[config.mk]
export PLATFORM = sky130hd
export DESIGN_NAME = rgb_led_sequencer
export DESIGN_NICKNAME = d
export VERILOG_FILES = /design/src/rtl/rgb_led_sequencer.sv
export SDC_FILE = /design/constraint.sdc
export NUM_CORES = 1
export LEC_CHECK = 0
export CAP_MARGIN = 20
export CORE_MARGIN = 8
export CORE_UTILIZATION = 55
export DETAILED_ROUTE_END_ITERATION = 16
export PLACE_DENSITY_LB_ADDON = 0.1
export SETUP_SLACK_MARGIN = 0.2
export SLEW_MARGIN = 10
export SYNTH_ARGS = -nofsm -noshare
export SYNTH_HDL_FRONTEND = slang
export SYNTH_SLANG_ARGS = --single-unit
[constraint.sdc]
create_clock -name clk -period 2.6 [get_ports clk]
set_input_delay 0.26 -clock clk [delete_from_list [all_inputs] [get_ports clk]]
set_output_delay 0.26 -clock clk [all_outputs]
set_load 0.05 [all_outputs]
[src/rtl/rgb_led_sequencer.sv]
// RGB(+W) LED controller: debounced switch/buttons, manual or timed
// auto colour sequence, PWM dimming of all four LED drives.
module rgb_led_sequencer #(
  parameter int DEB_CYCLES  = 250000,
  parameter int STEP_CYCLES = 25000000,
  parameter int PWM_BITS    = 4
) (
  input  logic       clk,
  input  logic       rst_n,
  input  logic       sw,
  input  logic [3:0] btn,
  output logic       led_r,
  output logic       led_b,
  output logic       led_g,
  output logic       led_w
);

  localparam int DW = $clog2(DEB_CYCLES + 1);
  localparam int TW = $clog2(STEP_CYCLES);
  localparam logic [DW-1:0] DEB_LAST = DW'(DEB_CYCLES - 1);
  localparam logic [TW-1:0] STEP_LAST = TW'(STEP_CYCLES - 1);

  typedef enum logic [1:0] {
    MANUAL = 2'd0,
    AUTO   = 2'd1,
    PAUSE  = 2'd2
  } state_t;

  state_t state, state_nxt;

  logic [4:0]          raw;
  logic [4:0]          sync1;
  logic [4:0]          sync2;
  logic [4:0]          deb;
  logic [4:0]          deb_q;
  logic [DW-1:0]       cnt [5];
  logic [3:0]          press;
  logic                deb_sw;

  logic [2:0]          en;
  logic [PWM_BITS-1:0] bright;
  logic [2:0]          step;
  logic [TW-1:0]       timer;
  logic [PWM_BITS-1:0] pwm_cnt;

  logic                clr_step;
  logic [2:0]          en_flip;
  logic                bump;
  logic [2:0]          colour;
  logic                pwm_on;

  assign raw    = {sw, btn};
  assign press  = deb[3:0] & ~deb_q[3:0];
  assign deb_sw = deb[4];

  always_ff @(posedge clk or negedge rst_n) begin
    if (!rst_n) begin
      sync1 <= '0;
      sync2 <= '0;
      deb   <= '0;
      deb_q <= '0;
      for (int i = 0; i < 5; i++) cnt[i] <= '0;
    end else begin
      sync1 <= raw;
      sync2 <= sync1;
      deb_q <= deb;
      // any cycle of agreement restarts the stability count
      for (int i = 0; i < 5; i++) begin
        if (sync2[i] != deb[i]) begin
          if (cnt[i] == DEB_LAST) begin
            deb[i] <= sync2[i];
            cnt[i] <= '0;
          end else begin
            cnt[i] <= cnt[i] + 1'b1;
          end
        end else begin
          cnt[i] <= '0;
        end
      end
    end
  end

  always_ff @(posedge clk or negedge rst_n) begin
    if (!rst_n) state <= MANUAL;
    else        state <= state_nxt;
  end

  // a mode change swallows any press landing in the same cycle
  always_comb begin
    state_nxt = state;
    clr_step  = 1'b0;
    en_flip   = 3'b000;
    bump      = 1'b0;
    unique case (state)
      MANUAL: begin
        if (deb_sw) begin
          state_nxt = AUTO;
          clr_step  = 1'b1;
        end else begin
          en_flip = press[2:0];
          bump    = press[3];
        end
      end
      AUTO: begin
        if (!deb_sw)       state_nxt = MANUAL;
        else if (press[3]) state_nxt = PAUSE;
      end
      PAUSE: begin
        if (!deb_sw)       state_nxt = MANUAL;
        else if (press[3]) state_nxt = AUTO;
      end
      default: state_nxt = MANUAL;
    endcase
  end

  assign colour = (state == MANUAL) ? en : step;
  assign pwm_on = (pwm_cnt <= bright);

  always_ff @(posedge clk or negedge rst_n) begin
    if (!rst_n) begin
      en      <= '0;
      bright  <= '1;
      step    <= '0;
      timer   <= '0;
      pwm_cnt <= '0;
    end else begin
      en      <= en ^ en_flip;
      pwm_cnt <= pwm_cnt + 1'b1;
      if (bump) bright <= bright + 1'b1;
      if (clr_step) begin
        step  <= '0;
        timer <= '0;
      end else if (state == AUTO) begin
        if (timer == STEP_LAST) begin
          timer <= '0;
          step  <= step + 1'b1;
        end else begin
          timer <= timer + 1'b1;
        end
      end
    end
  end

  always_ff @(posedge clk or negedge rst_n) begin
    if (!rst_n) begin
      led_r <= 1'b0;
      led_g <= 1'b0;
      led_b <= 1'b0;
      led_w <= 1'b0;
    end else begin
      led_r <= colour[0] & pwm_on;
      led_g <= colour[1] & pwm_on;
      led_b <= colour[2] & pwm_on;
      led_w <= (colour == 3'b111) & pwm_on;
    end
  end

endmodule

**Yosys cells after proc, flatten, opt, wreduce, memory -nomap -nowiden**

Index checks and enable logic that the tools add are counted.
Widths: inputs -> output; s select.

- Bits in registers: 154
- Latch bits: 0
- Memory bits (writable): 0
- Bits in read-only memories: 0
- Output and inout bits: 4
- Logic and storage cells: 96
- Memories kept: 0

- Add/subtract/negate cells: 9
- Multipliers: 0
- Divide/modulo/power cells: 0
- Order comparisons: 1
- Eq/ne operators: 17
- Shift operators: 0
- Mux-type cells: 29
- Bitwise gates (word level): 7
- Reduce and logical (&&, ||, !) cells: 10

Operators by type and width:

| operator | number |
|---|---|
| $mux 18 | 10 |
| $add 18x1->18 const B | 5 |
| $eq 18x18->1 const B | 5 |
| $mux 25 | 3 |
| $add 25x1->25 const B | 1 |
| $eq 25x25->1 const B | 1 |
| $mux 3 | 6 |
| $reduce_and 2->1 | 6 |
| $mux 2 | 5 |
| $add 4x1->4 const B | 2 |
| $ne 3x3->1 const B | 2 |
| $pmux 2 s3 | 1 |
| $ne 1x1->1 | 5 |
| $and 1x1->1 | 4 |
| $and 4x4->4 | 1 |
| $le 4x4->1 | 1 |
| $mux 1 | 4 |
| $not 4->4 | 1 |
| $reduce_bool 2->1 | 2 |
| $add 3x1->3 const B | 1 |
| $eq 3x3->1 const B | 1 |
| $reduce_and 3->1 | 1 |
| $xor 3x3->3 | 1 |
| $eq 2x1->1 const B | 1 |
| other kinds (3) | 3 |

**Logic depth before layout (Yosys ltp)**

- Depth in word-level cells: 5
- Mapped depth: 7

**Worst setup path after synthesis**

No wires, ideal clock.

- Path type: register to register
- From: register bright[1]
- To: register led_w
- Arrival time: 1632 ps
- Required time: 2514 ps
- Path slack: 882 ps
- Stages on the path, launching flop included: 8
- Buffers on the path: 0
- Clock period less this slack: 1718 ps
- Cells stage by stage: dfstp_2 > inv_1 > ha_1 > nor2b_1 > o21a_1 > o21a_1 > o21a_1 > nor3_1

- Longest elaborated chain between the ends: 2

Ends and longest elaborated chain:

| element | line | source |
|---|---|---|
| start: declaration | 41 | `logic [PWM_BITS-1:0] bright;` |
| start signal: assignment | 129 | `if (bump) bright <= bright + 1'b1;` |
| $le 4x4->1 | 117 | `assign pwm_on = (pwm_cnt <= bright);` |
| $and 1x1->1 | 154 | `led_w <= (colour == 3'b111) & pwm_on;` |
| end signal: assignment | 154 |  |
| end: declaration | 15 | `output logic led_w` |

No other way between the ends.
A chain may end at the register's enable or synchronous reset.

**Worst setup path after layout**

- From: register cnt[47] (netlist bit)
- To: register cnt[50] (netlist bit)

- Longest elaborated chain between the ends: 3
- Elaborated cells between the ends (all ways): 4

Ends and longest elaborated chain:

| element | line | source |
|---|---|---|
| start: declaration | 36 | `logic [DW-1:0] cnt [5];` |
| start signal: indexed assignment | 74 | `cnt[i] <= cnt[i] + 1'b1;` |
| $add 18x1->18 / $eq 18x18->1 (equally long branches) | 74, 70 |  |
| $mux 18 (*) | 70 | `if (cnt[i] == DEB_LAST) begin` |
| $mux 18 (*) | 69 | `if (sync2[i] != deb[i]) begin` |

Mark *: on every way between the ends. The rest lies on a longest branch, timed or not.

==> run metrics <==
Period Utilization, post-route=~77%; fraction of power spent switching nets=19.8%; Total Nets Final=approximately 770; vias after detailed routing=5,099; initial antenna violation count=0; number of global-route vias before repair=5,050; Net Count, Synth=between 700 and 800; Boundary Pins=11; floorplan die height=132 microns; number of buffer and inverter stages on the critical path=0; Core Box Area=approximately 13,000 sq um; category of the critical setup timing path=register to register; transition time at the pin with the least slew margin=~0.69 ns; Max-Cap Viols=0; warning count from the yosys run=0; synthesized instance count=~730; Power Internal=between 4 and 5 mW; share of post-route cells with drive strength above 1=9.72%; most common cell after layout, fill and taps aside=dfrtp_1; Min Hold Slack=between 0.2 and 0.3 ns; critical path's slowest cell=or2_1; part of the total power dissipated in sequential elements=roughly 47%; setup repair after global routing missed its margin=no; proportion of register bits with asynchronous set or reset after synthesis=between 90% and 100%; remaining global-route overflow=0; Layout Skew=0.00690 ns; Overall Power=a little over 5 mW; clock slew at the register clock pins of the worst setup and hold paths=0.06 ns; weighted congestion at the end of routability-driven global placement=~0.8; die footprint=between 15,000 and 20,000 sq um; CP top delay family=simple AND/OR/NAND/NOR gates; CTS Root Cell=clkbuf_16; total routing usage reported by global routing=around 16%; wire length of the first global-routing pass=around 23,000 microns; Slew headroom=53.7%; TritonCTS clock tree=done; ANT cells=0; power density of the placed cells=~620 nW/um^2; run status=finished, final reports clean; synthesized cell area=7410 sq um; clock insertion delay at the later pin of the skew report=between 0.4 and 0.5 ns; number of hold-slack violations in the final timing report=0; leakage power figure=about 3.6 nW; max-slew violations=0; total net switching power=around 1 mW; main flop type after synthesis=dfrtp_1; cells along the critical path=nor4_1 > nand4_1 > nor4_2 > or2_1 > nor2_1; Die W=132 microns; count of routing violations after the opening detailed-route iteration=between 300 and 400; number of buffers on the longest clock path=2; sum of net half-perimeters after detailed placement=roughly 8900 microns; number of rows created at floorplan=42; Max FO, Critical Path=18; vias per cell=around 5.4; # DRC=0; port bufs=10; remaining number of nets flagged by the antenna check after routing=0; area added between synthesis and finish=11.8%; Worst IR Drop VDD=roughly 0.48 mV; top library cells by usage in the layout, fill and taps aside=150 x dfrtp_1, 132 x nor2_1, 66 x nand2_1; number of flops mapped to enable cells by yosys=0; final routed wire length divided by cell count=approximately 14 microns; achievable frequency=~500 MHz; post-CTS setup buffer count=0; required time of the critical path=between 2 and 3 ns; Detailed Routing Iterations Pass 1=5; Critical Path Start Type=register; Synth Area per Inst=just over 10 sq um; initial cell density of the core=a little under three fifths; fin crit period=2.01 ns; total clock sinks=154; arrival time reported for the critical path endpoint=between 2 and 2.5 ns; portion of total power attributed to the clock network=between 50% and 60%; capturing element type of the critical path=register; total of flip-flops plus latches after synthesis=154; clock buffer count from CTS=17; combinational cell fraction of total power=approximately 2.4%; endpoints failing setup=0; critical path's largest stage delay=approximately 0.53 ns; sequential-to-total area share from yosys stat=between 50% and 60%; Routed WL=between 10,000 and 15,000 microns; number of H-tree branching levels=4; Post-Route Setup TNS=0 ns; distinct cell type count after synthesis=54; kind of path behind the tightest hold check=input port to register; maximum number of pins on one net before global-route repair=65
## state kept, by name (all words and copies together) (netlist names), 2 cells and up
| name | cells |
|---|---|
| bright | 4 |
| sync1 | 5 |
| pwm_cnt | 4 |
| deb | 5 |
| en | 3 |
| timer | 25 |
| deb_q | 4 |
| sync2 | 5 |
| state | 2 |
| cnt | 90 |
| step | 3 |
## synthesized netlist by cell type (all sizes together), types with 13 or more instances
| library cell | n | share of area (%) |
|---|---|---|
| dfrtp | 150 | 51 |
| nor2 | 135 | 7.1 |
| nand2 | 66 | 3.3 |
| xnor2 | 50 | 5.9 |
| xor2 | 50 | 5.9 |
| nand3 | 42 | 2.9 |
| nand4 | 32 | 3.0 |
| inv | 24 | 1.2 |
| buf | 19 | 1.9 |
| a31oi | 16 | 1.4 |
| nor3 | 14 | 1.4 |
| nor4 | 14 | 1.5 |
| ha | 13 | 2.2 |
## area by class of cell
type | count | area [sq um]
Clock buffer | 25 | 485
Clock inverter | 7 | 138
Fill cell | 1065 | 4900
Inverter | 24 | 90.1
Multi-Input combinational cell | 532 | 3310
Sequential cell | 154 | 3860
Tap cell | 176 | 220
Timing Repair Buffer | 19 | 184
## what timing repair did
action / in CTS / in global routing
hold endpoints to repair: 56 / 0
endpoints found under the setup margin: 0 / 1
gates resized for setup: 0 / 1
hold buffers: 1 / 0
## worst reg2reg max path: cells and delay by family (launching register included)
family,cells,cell delay (ns)
and+or+nand+nor,5,1.44
DFF,1,0.42
## logic make-up after synthesis
family,share of synthesized area [%]
AND/OR/NAND/NOR,24.7
XOR/XNOR,11.8
adder cells (fa/ha/maj),2.19
flip-flops,52.1
multiplexers,1.16
buffers and inverters,3.31
AO/OA/AOI/OAI,4.79
## per-stage QoR
step,setup WS (ns),instance area (sq um),util [%],cells
2_1_floorplan,0.882,7410,-,732
3_3_place_gp,0.518,7650,58.0,904
3_5_place_dp,0.477,7650,58.0,904
4_1_cts,0.447,8280,62.8,937
5_1_grt,0.387,8290,62.8,937
6_report,0.589,8290,62.8,937
## metal layers
| metal | global-route usage (%) | up-vias | share of wire (%) |
|---|---|---|---|
| met3 | 3.54 | 18 | 2.9 |
| met1 | 21.1 | 2501 | 48 |
| met4 | 8.30 | 0 | 1.6 |
| met5 | 0 | - | 0 |
| li1 | - | 2517 | - |
| met2 | 25.3 | 63 | 47 |
## power groups by stage
stage / sequential (mW) / clock [mW] / combinational, mW
after floorplan: 2.49 / 0 / 0.0636
after global placement: 2.49 / 0 / 0.124
after detailed placement: 2.49 / 0 / 0.129
after CTS: 2.45 / 2.66 / 0.131
after global routing: 2.45 / 2.75 / 0.149
final: 2.45 / 2.59 / 0.126
## worst paths after layout
check	from	endpoint	slack (ns)	cells past startpoint
worst max-delay path	cnt[47]	cnt[50]	0.59	5
worst min-delay path	sw	sync1[4]	0.27	1
worst max register to register	cnt[47]	cnt[50]	0.59	5
worst min register to register	sync1[4]	sync2[4]	0.35	0
max in group asynchronous	rst_n	timer[13]	1.47	3
min in group asynchronous	rst_n	timer[9]	0.38	2
Power figures use the tool's default switching activity.
